## src/rtl/vga_pkg.sv

```systemverilog
// Default 640x480@60 raster constants, derived totals and the colour-bar table
// shared by the VGA timing generator.
package vga_pkg;

   localparam int unsigned DEF_H_VISIBLE = 640;
   localparam int unsigned DEF_H_FRONT   = 16;
   localparam int unsigned DEF_H_SYNC    = 96;
   localparam int unsigned DEF_H_BACK    = 48;
   localparam int unsigned DEF_V_VISIBLE = 480;
   localparam int unsigned DEF_V_FRONT   = 10;
   localparam int unsigned DEF_V_SYNC    = 2;
   localparam int unsigned DEF_V_BACK    = 33;

   function automatic int unsigned line_total(input int unsigned vis, input int unsigned front,
                                              input int unsigned sync, input int unsigned back);
      return vis + front + sync + back;
   endfunction

   localparam int unsigned DEF_H_TOTAL =
      line_total(DEF_H_VISIBLE, DEF_H_FRONT, DEF_H_SYNC, DEF_H_BACK);
   localparam int unsigned DEF_V_TOTAL =
      line_total(DEF_V_VISIBLE, DEF_V_FRONT, DEF_V_SYNC, DEF_V_BACK);

   localparam int unsigned NUM_BARS = 8;

   // Left to right: white, yellow, cyan, green, magenta, red, blue, black.
   localparam logic [23:0] BAR_COLOURS [NUM_BARS] = '{
      24'hFFFFFF, 24'hFFFF00, 24'h00FFFF, 24'h00FF00,
      24'hFF00FF, 24'hFF0000, 24'h0000FF, 24'h000000
   };

   function automatic logic [2:0] bar_index(input logic [9:0] x, input int unsigned bar_w);
      int unsigned q;
      q = 32'(x) / bar_w;
      return 3'(q);
   endfunction

endpackage

```

## src/rtl/vga_timing.sv

```systemverilog
// VGA raster generator: counters plus one registered output stage, pixel fetch one cycle ahead.
// Define VGA_TIMING_TEST_PATTERN_EN to drive colour bars instead of in_* data.
module vga_timing
   import vga_pkg::*;
#(
   parameter int unsigned H_VISIBLE  = DEF_H_VISIBLE,
   parameter int unsigned H_FRONT    = DEF_H_FRONT,
   parameter int unsigned H_SYNC     = DEF_H_SYNC,
   parameter int unsigned H_BACK     = DEF_H_BACK,
   parameter int unsigned V_VISIBLE  = DEF_V_VISIBLE,
   parameter int unsigned V_FRONT    = DEF_V_FRONT,
   parameter int unsigned V_SYNC     = DEF_V_SYNC,
   parameter int unsigned V_BACK     = DEF_V_BACK,
   parameter bit          H_SYNC_POL = 1'b0,
   parameter bit          V_SYNC_POL = 1'b0
) (
   input  logic       clk_pixel,
   input  logic       rst_n,
   input  logic       enable,
   input  logic [7:0] in_red,
   input  logic [7:0] in_green,
   input  logic [7:0] in_blue,
   output logic       fetch,
   output logic [9:0] out_x,
   output logic [9:0] out_y,
   output logic [7:0] out_red,
   output logic [7:0] out_green,
   output logic [7:0] out_blue,
   output logic       out_hsync,
   output logic       out_vsync,
   output logic       out_blank,
   output logic       out_line_start,
   output logic       out_frame_start
);

   localparam int unsigned H_TOTAL = line_total(H_VISIBLE, H_FRONT, H_SYNC, H_BACK);
   localparam int unsigned V_TOTAL = line_total(V_VISIBLE, V_FRONT, V_SYNC, V_BACK);

   localparam logic [9:0] H_LAST = 10'(H_TOTAL - 1);
   localparam logic [9:0] V_LAST = 10'(V_TOTAL - 1);
   localparam logic [9:0] H_VIS  = 10'(H_VISIBLE);
   localparam logic [9:0] V_VIS  = 10'(V_VISIBLE);
   localparam logic [9:0] HS_BEG = 10'(H_VISIBLE + H_FRONT);
   localparam logic [9:0] HS_END = 10'(H_VISIBLE + H_FRONT + H_SYNC);
   localparam logic [9:0] VS_BEG = 10'(V_VISIBLE + V_FRONT);
   localparam logic [9:0] VS_END = 10'(V_VISIBLE + V_FRONT + V_SYNC);

   logic [9:0]  r_hcnt;
   logic [9:0]  r_vcnt;
   logic [9:0]  r_x;
   logic [9:0]  r_y;
   logic [23:0] r_rgb;
   logic        r_hsync;
   logic        r_vsync;
   logic        r_blank;
   logic        r_line_start;
   logic        r_frame_start;

   logic        w_vis;
   logic        w_hs_act;
   logic        w_vs_act;
   logic [23:0] w_rgb;

   assign w_vis    = (r_hcnt < H_VIS) && (r_vcnt < V_VIS);
   assign w_hs_act = (r_hcnt >= HS_BEG) && (r_hcnt < HS_END);
   assign w_vs_act = (r_vcnt >= VS_BEG) && (r_vcnt < VS_END);

   // The counters name the pixel that the next enabled edge presents, so it is requested now.
   assign fetch = enable & rst_n & w_vis;

`ifdef VGA_TIMING_TEST_PATTERN_EN
   assign w_rgb = w_vis ? BAR_COLOURS[bar_index(r_hcnt, H_VISIBLE / NUM_BARS)] : 24'h0;
`else
   assign w_rgb = w_vis ? {in_red, in_green, in_blue} : 24'h0;
`endif

   always_ff @(posedge clk_pixel or negedge rst_n) begin
      if (!rst_n) begin
         r_hcnt <= '0;
         r_vcnt <= '0;
      end else if (enable) begin
         if (r_hcnt == H_LAST) begin
            r_hcnt <= '0;
            r_vcnt <= (r_vcnt == V_LAST) ? '0 : r_vcnt + 10'd1;
         end else begin
            r_hcnt <= r_hcnt + 10'd1;
         end
      end
   end

   always_ff @(posedge clk_pixel or negedge rst_n) begin
      if (!rst_n) begin
         r_x           <= '0;
         r_y           <= '0;
         r_rgb         <= '0;
         r_hsync       <= ~H_SYNC_POL;
         r_vsync       <= ~V_SYNC_POL;
         r_blank       <= 1'b1;
         r_line_start  <= 1'b0;
         r_frame_start <= 1'b0;
      end else if (enable) begin
         r_x           <= r_hcnt;
         r_y           <= r_vcnt;
         r_rgb         <= w_rgb;
         r_hsync       <= w_hs_act ? H_SYNC_POL : ~H_SYNC_POL;
         r_vsync       <= w_vs_act ? V_SYNC_POL : ~V_SYNC_POL;
         r_blank       <= ~w_vis;
         r_line_start  <= (r_hcnt == '0);
         r_frame_start <= (r_hcnt == '0) && (r_vcnt == '0);
      end else begin
         // Stalled: everything holds except the pulses, which must not repeat.
         r_line_start  <= 1'b0;
         r_frame_start <= 1'b0;
      end
   end

   assign out_x           = r_x;
   assign out_y           = r_y;
   assign out_red         = r_rgb[23:16];
   assign out_green       = r_rgb[15:8];
   assign out_blue        = r_rgb[7:0];
   assign out_hsync       = r_hsync;
   assign out_vsync       = r_vsync;
   assign out_blank       = r_blank;
   assign out_line_start  = r_line_start;
   assign out_frame_start = r_frame_start;

endmodule
```

## config.mk

```make
export PLATFORM = sky130hd
export DESIGN_NAME = vga_timing
export DESIGN_NICKNAME = d
export VERILOG_FILES = /design/src/rtl/vga_pkg.sv /design/src/rtl/vga_timing.sv
export SDC_FILE = /design/constraint.sdc
export NUM_CORES = 1
export LEC_CHECK = 0
export ABC_AREA = 1
export CAP_MARGIN = 20
export CORE_MARGIN = 8
export CORE_UTILIZATION = 40
export CTS_CLUSTER_DIAMETER = 120
export DETAILED_ROUTE_END_ITERATION = 10
export GPL_TIMING_DRIVEN = 0
export PLACE_DENSITY = 0.73
export SLEW_MARGIN = 20
export SYNTH_ARGS = -nofsm -noshare
export SYNTH_HDL_FRONTEND = slang
export SYNTH_SLANG_ARGS = --single-unit
export TNS_END_PERCENT = 20
```

## constraint.sdc

```tcl
create_clock -name clk_pixel -period 1.2 [get_ports clk_pixel]
set_input_delay 0.18 -clock clk_pixel [delete_from_list [all_inputs] [get_ports clk_pixel]]
set_output_delay 0.18 -clock clk_pixel [all_outputs]
set_load 0.01 [all_outputs]
```

==> out/results.txt, run 1 <==
commonest non-fill, non-tap cells in the layout: nand2_1, dfrtp_1, clkdlybuf4s15_1
syn_nets: 381
initial DRC count: 245
placed insts: 529
post-layout util: 62.4%
Hold Crit Class: in2reg
fin nets: 505
full die area: 10700 sq um
proportion of layout cells with a drive suffix above 1: 28.8%
initial core utilization: 40.6%
Most Crowded Layer GR: met2
worst setup path end: fetch
WL/cell: 15.9 um
CTS Buffer Depth: 2
TritonCTS Buffers: 9
final setup violation count: 53
failing checks: negative setup slack
worst setup margin: -0.332 ns
worst slack at placement: -0.915 ns
Antenna Nets Post-Route: 0
first-pass GRT wire length: 13900 um
Clock power frac: 26.0%
P_sw: 2.48 mW
Post-synth top flop: dfrtp_1
Slew @ Worst Pin: 0.453 ns
CP Launch Point: r_hcnt[8]
grt ovf: 0
worst reg2reg path depth: 9
synth warn: 0
vias: 2880
sum of net half-perimeters after detailed placement: 5600 um
vias in the first global route: 2787
largest net degree at the start of global routing: 48
Highest Clock Rate: 653 MHz
Critical Path Start Type: register
number of buffers added on ports: 76
Synth async-reset ratio: 100%
mapped cell area: 3070 sq um
Post-Syn Instances: 350
worst-path maximum fanout: 4
Synth Register Bits: 69
Worst R2R Setup Slack: -0.31 ns
Yosys top cell area share: 53.8%
# fillers: 576
Seq pwr share: 43.2%
Layout area overhead: 53.7%
fin cells: 581
GRT Overall Usage: 15.7%
main area contributors after synthesis: dfrtp_1, nand2_1, o21ai_0
Clk Latency, worst-skew pair: 0.34 ns
max-slew violations: 0
WL final: 9230 um
Design Area, Final: 4720 sq um
RSZ-0062 raised after global routing: true
TritonCTS clock tree: yes
Root Driver: clkbuf_8
M2 GR Usage: 24.5%
syn avg cell area: 8.77 sq um
most common cell after layout, fill and taps aside: nand2_1
Die Ht: 104 um
drt pass-1 iters: 5
worst r2r dst: r_vcnt[9]
H-tree Lvls: 3
RR Startpoint: r_hcnt[8]
WS Path Type: reg2out
Max-slew headroom: 69.8%
Sinks on Clock Net: 69
grt met3 use: 4.65%
combinational group share of total power: 30.8%
CTS clock-pin slew for the worst setup and hold paths: 0.08 ns
Int Power: 4.67 mW
crit end category: output port
outcome: finished, violations left
Rows: 32
VDD IR max: 0.000719 V
ANT cells: 0
Yosys cell types: 34
worst path arrival time: 1.35 ns
GRT met1 Usage: 19.8%
post-route minimum period: 1.53 ns
initial antenna violation count: 0
Final GP Congestion: 0.896
IO Pins: 77
EDFF count, synth: 0
area leader, netlist: dfrtp_1
post-route DRC violation count: 0
Max Cap Viol: 0
sequential fraction of the synthesis area: 56.4%
clk_skew: 0.0128 ns
dpl cell area: 4020 sq um
core area: 7570 sq um
DIE WIDTH: 104 um
Period Utilization, post-route: 128%
Leak: 2.30 nW
Vias/cell: 4.96
sw frac: 34.6%
Power Dens Cells: 1510 nW/um^2
final hold violation count: 0
WP data required: 1.02 ns
## power groups by stage
stage	Clock (mW)	Sequential [mW]	Combinational, mW
2_1_floorplan	0	3.10	0.724
3_3_place_gp	0	3.02	1.58
3_5_place_dp	0	3.04	1.61
4_1_cts	1.88	3.01	1.74
5_1_grt	1.99	3.12	2.40
6_report	1.86	3.09	2.20
## logic make-up after synthesis
logic type                 count (synthesis)  share of synthesized area [%]
and+or+nand+nor                          194                           26.9
DFF                                       69                           56.4
buffers and inverters                     41                           6.60
AOI/OAI and AO/OA                         35                           6.48
xor gates and xnor gates                   7                           2.00
adders and majority gates                  4                           1.63
## routing by layer
layer | share of wire, % | vias up
li1 | - | 1365
met4 | 3.2 | 0
met1 | 42 | 1362
met3 | 6.5 | 28
met5 | 0 | -
met2 | 48 | 125
## state kept, by name, indices dropped and copies added (netlist names)
name	flops
r_rgb	24
out_x	10
out_line_start	1
out_vsync	1
out_blank	1
r_vcnt	10
out_hsync	1
out_frame_start	1
out_y	10
r_hcnt	10
## critical path, stage by stage (launching register included)
cell	delay [ns]
dfrtp_1	0.45
nand2_4	0.13
o211ai_4	0.09
nor3b_2	0.19
buf_2	0.16
## how the worst min path moves through the flow
| stage | from | endpoint | slack, ns | cells after the start |
|---|---|---|---|---|
| 2_1_floorplan | rst_n | out_frame_start | -0.12 | 0 |
| 3_3_place_gp | out_y[5] | out_y[5] | 0.45 | 2 |
| 3_5_place_dp | rst_n | r_rgb[8] | 0.10 | 1 |
| 4_1_cts | in_green[3] | r_rgb[11] | 0.36 | 3 |
| 5_1_grt | in_green[7] | r_rgb[15] | 0.37 | 3 |
| 6_report | in_green[3] | r_rgb[11] | 0.36 | 3 |
## layout make-up
type	count	area, sq um	area share [%]
Buffer	12	92.6	1.96
Multi-Input combinational cell	241	1390	29.4
Clock buffer	10	128	2.70
Sequential cell	69	1740	36.9
Timing Repair Buffer	112	1070	22.6
Clock inverter	6	65.1	1.38
Tap cell	102	128	2.70
Inverter	29	114	2.41
## synth_stat cells (3+ instances only)
| cell type | instances |
|---|---|
| xor2_1 | 6 |
| o21ai_2 | 3 |
| clkbuf_1 | 5 |
| a21oi_1 | 6 |
| buf_6 | 3 |
| nor2_1 | 26 |
| dfstp_2 | 3 |
| dfrtp_1 | 66 |
| nand2_1 | 131 |
| o21ai_0 | 22 |
| inv_1 | 27 |
| nand4_1 | 6 |
| nand3_1 | 15 |
| nor2_2 | 4 |
| ha_1 | 4 |
| nor3_1 | 5 |
## metrics by stage
step / total power, mW / hold slack [ns] / setup TNS (ns)
global route: 7.51 / 0.371 / -13.60
finish: 7.15 / 0.362 / -10.22
detailed placement: 4.65 / 0.103 / -29.73
CTS: 6.63 / 0.356 / -5.73
global placement: 4.60 / 0.452 / -189.48
floorplan: 3.82 / -0.116 / -0.441
## what timing repair did
action                                  in CTS  in global routing
gates cloned                                 2                  1
endpoints found under the setup margin     114                 86
pin swaps                                   10                 19
endpoints found under the hold margin       20                 20
hold buffers                                 2                  1
gates resized for setup                    103                 87
buffers inserted                            16                 15
(Power assumes the default switching activity.)
==> inputs of run 2 (changes only) <==
CORE_UTILIZATION = 35   (was 40)
CTS_CLUSTER_DIAMETER = 30   (was 120)
PLACE_DENSITY = 0.65   (was 0.73)
==> out/results.txt, run 2 (synthesis results as in run 1) <==
outcome: finished, violations left
failing checks: negative hold slack, negative setup slack
worst-path maximum fanout: 4
Die Ht: 110 um
commonest non-fill, non-tap cells in the layout: nand2_1, dfrtp_1, clkdlybuf4s15_1
vias in the first global route: 2774
Rows: 34
Vias/cell: 4.80
drt pass-1 iters: 5
WL/cell: 15.5 um
crit end category: output port
number of buffers added on ports: 76
sum of net half-perimeters after detailed placement: 5780 um
Critical Path Start Type: register
Root Driver: clkbuf_8
Sinks on Clock Net: 69
placed insts: 535
Period Utilization, post-route: 133%
full die area: 12000 sq um
DIE WIDTH: 110 um
most common cell after layout, fill and taps aside: nand2_1
TritonCTS Buffers: 9
Leak: 2.37 nW
VDD IR max: 0.000671 V
Hold Crit Class: in2async
hold buffers post-CTS: 1
WP data required: 1.02 ns
fin cells: 594
initial antenna violation count: 0
H-tree Lvls: 3
Final GP Congestion: 0.891
RR Startpoint: r_hcnt[9]
max reg flops: 24
proportion of layout cells with a drive suffix above 1: 28.8%
post-route DRC violation count: 0
post-route minimum period: 1.60 ns
fin nets: 512
worst slack at placement: -1.03 ns
ANT cells: 0
Slew @ Worst Pin: 0.915 ns
Worst R2R Setup Slack: -0.32 ns
RSZ-0062 raised after global routing: true
core area: 8640 sq um
Largest Register: r_rgb
Max-slew headroom: 39.0%
Design Area, Final: 4860 sq um
final hold violation count: 49
initial core utilization: 35.6%
CTS clock-pin slew for the worst setup and hold paths: 0.08 ns
Antenna Nets Post-Route: 0
initial DRC count: 216
post-layout util: 56.3%
max-slew violations: 0
grt ovf: 0
dpl cell area: 4030 sq um
Highest Clock Rate: 626 MHz
Max Cap Viol: 0
worst path arrival time: 1.42 ns
WS Path Type: reg2out
IO Pins: 77
CTS Buffer Depth: 2
Setup Total Neg Slack: -8.72 ns
WL final: 9240 um
# fillers: 728
final setup violation count: 58
Clk Latency, worst-skew pair: 0.35 ns
largest net degree at the start of global routing: 50
GRT Overall Usage: 14.4%
TritonCTS clock tree: yes
vias: 2852
worst setup margin: -0.398 ns
final hold slack: -0.160 ns
worst reg2reg path depth: 10
clk_skew: 0.00852 ns
worst r2r dst: r_vcnt[9]
first-pass GRT wire length: 13500 um
Layout area overhead: 58.3%
Power Dens Cells: 1650 nW/um^2
[run 2: repair_timing]
| item | CTS | global route |
|---|---|---|
| setup buffers | 22 | 18 |
| pin swaps | 8 | 17 |
| hold endpoints to repair | 19 | 49 |
| endpoints found under the setup margin | 115 | 94 |
| gates resized for setup | 136 | 67 |
| gates cloned | 2 | 2 |
[run 2: stage by stage]
stage	hold WS (ns)	total power, mW
floorplan	-0.116	3.82
global placement	0.454	4.62
detailed placement	0.0995	4.67
CTS	-0.167	7.40
global route	-0.174	8.40
finish	-0.160	8.01
[run 2: layout make-up]
type                            count  area, sq um  share of cell area [%]
Buffer                             11         76.3                    1.57
Clock inverter                      6          116                    2.39
Clock buffer                       10          138                    2.83
Tap cell                          108          135                    2.78
Sequential cell                    69         1740                    35.7
Multi-Input combinational cell    241         1370                    28.2
Inverter                           29          126                    2.60
Timing Repair Buffer              120         1160                    23.9
[run 2: worst max path at each step]
stage	start	to	slack, ns
2_1_floorplan	r_hcnt[1]	r_vcnt[7]	-0.05
3_3_place_gp	rst_n	fetch	-2.97
3_5_place_dp	enable	fetch	-1.03
4_1_cts	r_vcnt[9]	fetch	-0.36
5_1_grt	r_hcnt[9]	fetch	-0.43
6_report	r_hcnt[9]	fetch	-0.40
[run 2: critical path, stage by stage (launching register included)]
cell      delay [ns]
dfrtp_2         0.47
nand2_4         0.10
o211ai_4        0.09
nor3b_2         0.23
buf_2           0.17
[run 2: metal layers]
metal | vias to the layer above | GRT usage (%) | share of wire [%]
met5 | - | 0 | 0
met4 | 0 | 7.43 | 1.9
met3 | 15 | 3.46 | 7.7
met2 | 102 | 24.0 | 50
met1 | 1362 | 16.9 | 41
li1 | 1373 | - | -
[run 2: power by group]
part	leakage, nW	switching, mW	internal, mW
Sequential	0.850	0.346	2.72
Clock	0.128	0.940	1.46
Combinational	1.40	1.30	1.25
==> RTL edit 1: new RTL, config.mk and constraints of run 1 <==
`V_SYNC_POL`: 1'b0 -> 1'b1.
--- a/src/rtl/vga_timing.sv
+++ b/src/rtl/vga_timing.sv
@@ -12,7 +12,7 @@
    parameter int unsigned V_SYNC     = DEF_V_SYNC,
    parameter int unsigned V_BACK     = DEF_V_BACK,
    parameter bit          H_SYNC_POL = 1'b0,
-   parameter bit          V_SYNC_POL = 1'b0
+   parameter bit          V_SYNC_POL = 1'b1
 ) (
    input  logic       clk_pixel,
    input  logic       rst_n,
Check against the original RTL: not equivalent (a bounded check fails within 4 cycles, from zero or initial values and one cycle with rst_n low).
==> RTL edit 1 against run 1 <==
The flow finishes with violations (hold timing, setup timing); sequential share of layout area rose by 2.3 points; routed wire length fell by 13%; synthesized cell count rose by 0.57%; critical path depth did not move; cell area fell by 6.1%; synthesized area fell by 1.6%; worst hold slack got worse by 0.56 ns; setup slack improved by 0.0087 ns; sequential cell count did not move; highest routed layer unchanged.
Power is not compared: it rests on default switching activity, and its combinational part moved more than twofold at a synthesized area within 25%.
==> RTL edit 1: results (changes against run 1) <==
Layout Nets 489 (was 505); Slowest-stage cell, CP dfrtp_2 (was dfrtp_1); Post-DP HPWL 5470 um (was 5600 um); initial DRC count 109 (was 245); top cells by area, synth dfrtp_1, nand2_1, o21ai_0 (unchanged); Max VDD drop 0.779 mV; routed len/inst 14.2 um (was 15.9 um); failing checks hold timing, setup timing (was setup timing); maximum clock path buffer count 2 (unchanged); Top reg by flops r_rgb (unchanged); Synth cell types 27 (was 34); pin count of the biggest net entering global routing 52 (was 48); vias in the first global route 2839 (was 2787); max reg flops 24 (unchanged); Commonest cells post-synth nand2_1, dfrtp_1, nor2_1 (was nand2_1, dfrtp_1, inv_1); status finished, violations left (unchanged); # diodes 0 (unchanged); syn nets 383 (was 381); Leak 2.18 nW; global placer's final weighted congestion 0.863 (was 0.896); first-pass GRT wire length 13300 um (was 13900 um); slew margin rel. 44.4% (was 69.8%); post-synthesis sequential area ratio 57.2% (was 56.4%); Reg2Reg Setup Slack -0.30 ns; Async SR Flop Fraction 100% (unchanged); DRT Pass-1 Iters 4 (was 5); met1 Resource Use GR 19.0% (was 19.8%); CP top delay family flip-flops (unchanged); hold buffers post-CTS 1 (was 2); placed cell area 0.00393 mm^2 (was 0.00402 mm^2); Critical Path Max Stage Delay 0.43 ns (was 0.45 ns); Hold Path Class in -> async (was in -> reg); Filler cells 672 (was 576); global-route met2 utilization 26.7% (was 24.5%); fraction of layout cells with a size suffix above 1 21.2% (was 28.8%); Worst-path clk slew 0.08 ns (about the same); root buffer cell clkbuf_8 (unchanged); initial antenna violation count 0 (unchanged); htree depth 3 (unchanged); gr usage total 16.2% (was 15.7%); Clk Latency, worst-skew pair around 0.35 ns; Port Buffers 76 (unchanged); Setup Skew 0.00994 ns (was 0.0128 ns); Fin. Hold Viols 50 (was 0); Hold WS -0.194 ns (was 0.362 ns); number of buffers created by CTS 9 (unchanged); crit-path max FO 2 (was 4); GR met3 Demand/Resource 5.20% (was 4.65%); via count 2692 (was 2880); post-route setup slack -0.323 ns (was -0.332 ns); Final setup violation count 25 (was 53)
RTL edit 1: changes by cell type after synthesis, moves of 2 or more:
cell / delta
buf_4: +2
a21oi_1: -2
buf_6: -2
o21ai_2: -3
buf_2: +2
nand2_1: +12
inv_1: -4
nand3_1: -3
RTL edit 1: what timing repair did:
item,CTS,global route
setup endpoints to repair,108,77
hold endpoints to repair,19,50
setup buffers,14,1
cloned,2,0
pin swaps,9,2
resized for setup,136,37
RTL edit 1: per-layer routing:
metal  up-vias  share of wire (%)
li1       1315                  -
met1      1257                 41
met2       103                 48
met3        17                8.5
met4         0                1.9
met5         -                  0
RTL edit 1: final cells by class:
| class | count | area (um^2) | area share (%) |
|---|---|---|---|
| flip-flops and latches | 69 | 1740 | 39.2 |
| multi-input cells | 245 | 1260 | 28.4 |
| repair buffers | 95 | 893 | 20.2 |
| clock buffers | 10 | 128 | 2.88 |
| well taps | 99 | 124 | 2.80 |
| clock inverters | 6 | 111 | 2.51 |
| inverters | 25 | 98.8 | 2.23 |
| plain buffers | 13 | 83.8 | 1.89 |
RTL edit 1: kinds of logic (layout without fill, tap and decap cells):
family                   after synthesis  in the layout  share of synthesized area, %
buffers and inverters                 38            149                          5.51
XOR/XNOR                               8              8                          2.32
adder cells (fa/ha/maj)                4              4                          1.66
AND/OR/NAND/NOR                      205            205                          28.3
flip-flops                            69             69                          57.2
AO/OA/AOI/OAI                         28             28                          4.97
RTL edit 1: stage by stage:
| stage | setup slack (ns) | power, mW | hold slack, ns | cells | TNS (ns) |
|---|---|---|---|---|---|
| 6_report | -0.323 | 5.88 | -0.194 | 562 | -3.80 |
| 2_1_floorplan | -0.0996 | 3.08 | -0.116 | 352 | -0.472 |
| 3_5_place_dp | -0.953 | 3.54 | 0.0848 | 528 | -27.73 |
| 5_1_grt | -0.403 | 6.14 | -0.170 | 562 | -6.57 |
| 3_3_place_gp | -2.88 | 3.51 | 0.452 | 527 | -187.91 |
| 4_1_cts | -0.301 | 5.87 | -0.182 | 561 | -2.98 |
RTL edit 1: final timing paths:
| kind | start | cells after the start | endpoint |
|---|---|---|---|
| hold reg to reg | out_y[2] | 2 | out_y[2] |
| setup / recovery | r_vcnt[9] | 4 | fetch |
| hold / removal | rst_n | 2 | out_x[0] |
| min in group clk_pixel | in_green[5] | 3 | r_rgb[13] |
| max in group asynchronous | rst_n | 2 | r_rgb[7] |
| setup reg to reg | r_hcnt[0] | 8 | r_vcnt[9] |
RTL edit 1: power by group:
| part | total (mW) | switching (mW) | internal (mW) |
|---|---|---|---|
| clock network | 2.25 | 0.872 | 1.38 |
| registers | 2.70 | 0.186 | 2.51 |
| logic | 0.923 | 0.500 | 0.424 |
| total | 5.88 | 1.56 | 4.32 |
==> RTL edit 2: new RTL, flow settings as in run 1 <==
Made on the original files. Make the reset (`rst_n`) synchronous in 2 clocked blocks.
--- a/src/rtl/vga_timing.sv
+++ b/src/rtl/vga_timing.sv
@@ -74,7 +74,7 @@
    assign w_rgb = w_vis ? {in_red, in_green, in_blue} : 24'h0;
 `endif
 
-   always_ff @(posedge clk_pixel or negedge rst_n) begin
+   always_ff @(posedge clk_pixel) begin
       if (!rst_n) begin
          r_hcnt <= '0;
          r_vcnt <= '0;
@@ -88,7 +88,7 @@
       end
    end
 
-   always_ff @(posedge clk_pixel or negedge rst_n) begin
+   always_ff @(posedge clk_pixel) begin
       if (!rst_n) begin
          r_x           <= '0;
          r_y           <= '0;
Behaviour: differs if rst_n is asserted again (counterexample within 4 cycles, from zero or initial values and one cycle with rst_n low); with rst_n held inactive, the same outputs for 10 cycles.
==> RTL edit 2 against run 1 <==
The run still ends with setup timing left; register-to-register slack gained 0.11 ns; global-route usage grew 0.27 points; synthesized area shrank 9.3%; routed wire length shrank 12%; cell area shrank 13%; sequential cell count is the same; cell count shrank 8.6%; setup slack gained 0.049 ns; worst hold slack lost 0.16 ns; largest cell class unchanged.
Power is not compared: it rests on default switching activity, and its combinational part moved more than twofold at a synthesized area within 25%.
==> RTL edit 2: results (changes against run 1) <==
status finished, violations left (unchanged); failing checks setup timing (unchanged); post-synthesis sequential area ratio 49.6% (was 56.4%); CP top delay family flip-flops (unchanged); Top reg by flops r_rgb (unchanged); Port Buffers 75 (was 76); Slowest-stage cell, CP dfxtp_2 (was dfrtp_1); global placer's final weighted congestion 0.904 (was 0.896); top cells by area, synth dfxtp_1, nand2_1, a22o_1 (was dfrtp_1, nand2_1, o21ai_0); placed cell area 0.00367 mm^2 (was 0.00402 mm^2); pre-CTS setup slack -1.11 ns (was -0.915 ns); post-route setup slack -0.283 ns (was -0.332 ns); worst slew pin tran 0.469 ns (was 0.453 ns); Async SR Flop Fraction 0% (was 100%); gr usage total 16.0% (was 15.7%); vias in the first global route 2580 (was 2787); Max VDD drop between 0.5 and 0.6 mV; maximum clock path buffer count 2 (unchanged); number of buffers created by CTS 9 (unchanged); Synth Warn # 0 (unchanged); Worst-path clk slew 0.07 ns; max reg flops 24 (unchanged); DRT Pass-1 Iters 4 (was 5); worst endpoint data arrival time 1.30 ns (was 1.35 ns); pin count of the biggest net entering global routing 12 (was 48); Setup Skew 0.00662 ns (was 0.0128 ns); Leak 1.87 nW; # diodes 0 (unchanged); first-pass GRT wire length 12700 um (was 13900 um); Final setup violation count 35 (was 53); htree depth 3 (unchanged); root buffer cell clkbuf_8 (unchanged); Post-DP HPWL 5680 um (was 5600 um); fraction of layout cells with a size suffix above 1 22.8% (was 28.8%); Hold Path Class in -> reg (unchanged); syn nets 375 (was 381); vias per cell 5.08 (was 4.96); Commonest cells post-synth nand2_1, dfxtp_1, nor2_1 (was nand2_1, dfrtp_1, inv_1); crit-path max FO 5 (was 4); initial antenna violation count 0 (unchanged); Critical Path Max Stage Delay 0.39 ns (was 0.45 ns); Synth cell types 29 (was 34); Layout Nets 478 (was 505); initial DRC count 168 (was 245); Clk Latency, worst-skew pair 0.34 ns (about the same); routed len/inst 15.3 um (was 15.9 um)
-- RTL edit 2: cell types whose count changed after synthesis, moves of 7 or more --
cell     delta
a21oi_1     +9
a22o_1     +24
dfrtp_1    -66
dfxtp_1    +69
inv_1       +7
nand2_1    -55
nor2_1     +11
-- RTL edit 2: worst paths after layout --
check | startpoint | endpoint | slack [ns] | cells after the start
setup / recovery | r_vcnt[8] | fetch | -0.28 | 7
hold / removal | enable | out_x[0] | 0.20 | 2
hold reg to reg | out_x[7] | out_x[7] | 0.45 | 2
setup reg to reg | r_hcnt[1] | r_vcnt[9] | -0.20 | 8
-- RTL edit 2: cells by family (layout without fill, tap and decap cells) --
logic type               after synthesis  count (layout)  synth area share, %
AO/OA/AOI/OAI                         66              66                 15.7
XOR/XNOR                               5               5                 1.57
adder cells (fa/ha/maj)                4               4                 1.80
buffers and inverters                 48             155                 7.60
flip-flops                            69              69                 49.6
AND/OR/NAND/NOR                      152             152                 23.7
-- RTL edit 2: report_power, final --
group	switching, mW	internal (mW)	total [mW]
Clock	0.846	0.779	1.63
Combinational	0.199	0.221	0.420
Sequential	0.0318	2.34	2.37
-- RTL edit 2: timing repair --
action,CTS,global route
endpoints found under the setup margin,114,58
cloned,1,0
gates resized for setup,85,35
buffers inserted,8,9
pin swaps,8,14
-- RTL edit 2: cell type report --
| class | instances | area (um^2) |
|---|---|---|
| flip-flops and latches | 69 | 1410 |
| multi-input cells | 227 | 1360 |
| plain buffers | 10 | 65.1 |
| well taps | 80 | 100 |
| repair buffers | 93 | 835 |
| fillers | 593 | 2670 |
| clock inverters | 5 | 27.5 |
| inverters | 37 | 144 |
| clock buffers | 10 | 138 |
-- RTL edit 2: worst reg2reg max path, delay by kind of cell, from the launching register on --
kind                       cells  cell delay (ns)
buffers and inverters          1             0.06
DFF                            1             0.37
adders and majority gates      1             0.14
and+or+nand+nor                6             0.73
-- RTL edit 2: metrics by stage --
step	instances	util [%]	setup TNS (ns)
5_1_grt	531	60.5	-6.75
2_1_floorplan	344	-	-0.0184
4_1_cts	523	58.1	-4.09
3_3_place_gp	499	54.4	-28.63
3_5_place_dp	499	54.4	-29.46
6_report	531	60.5	-4.85
-- RTL edit 2: routing by layer --
layer	share of wire (%)	vias to the layer above	global-route usage, %
met5	0	-	0
met4	1.3	0	6.75
met3	7.6	8	5.31
met2	47	109	25.9
met1	44	1237	18.8
li1	-	1341	-
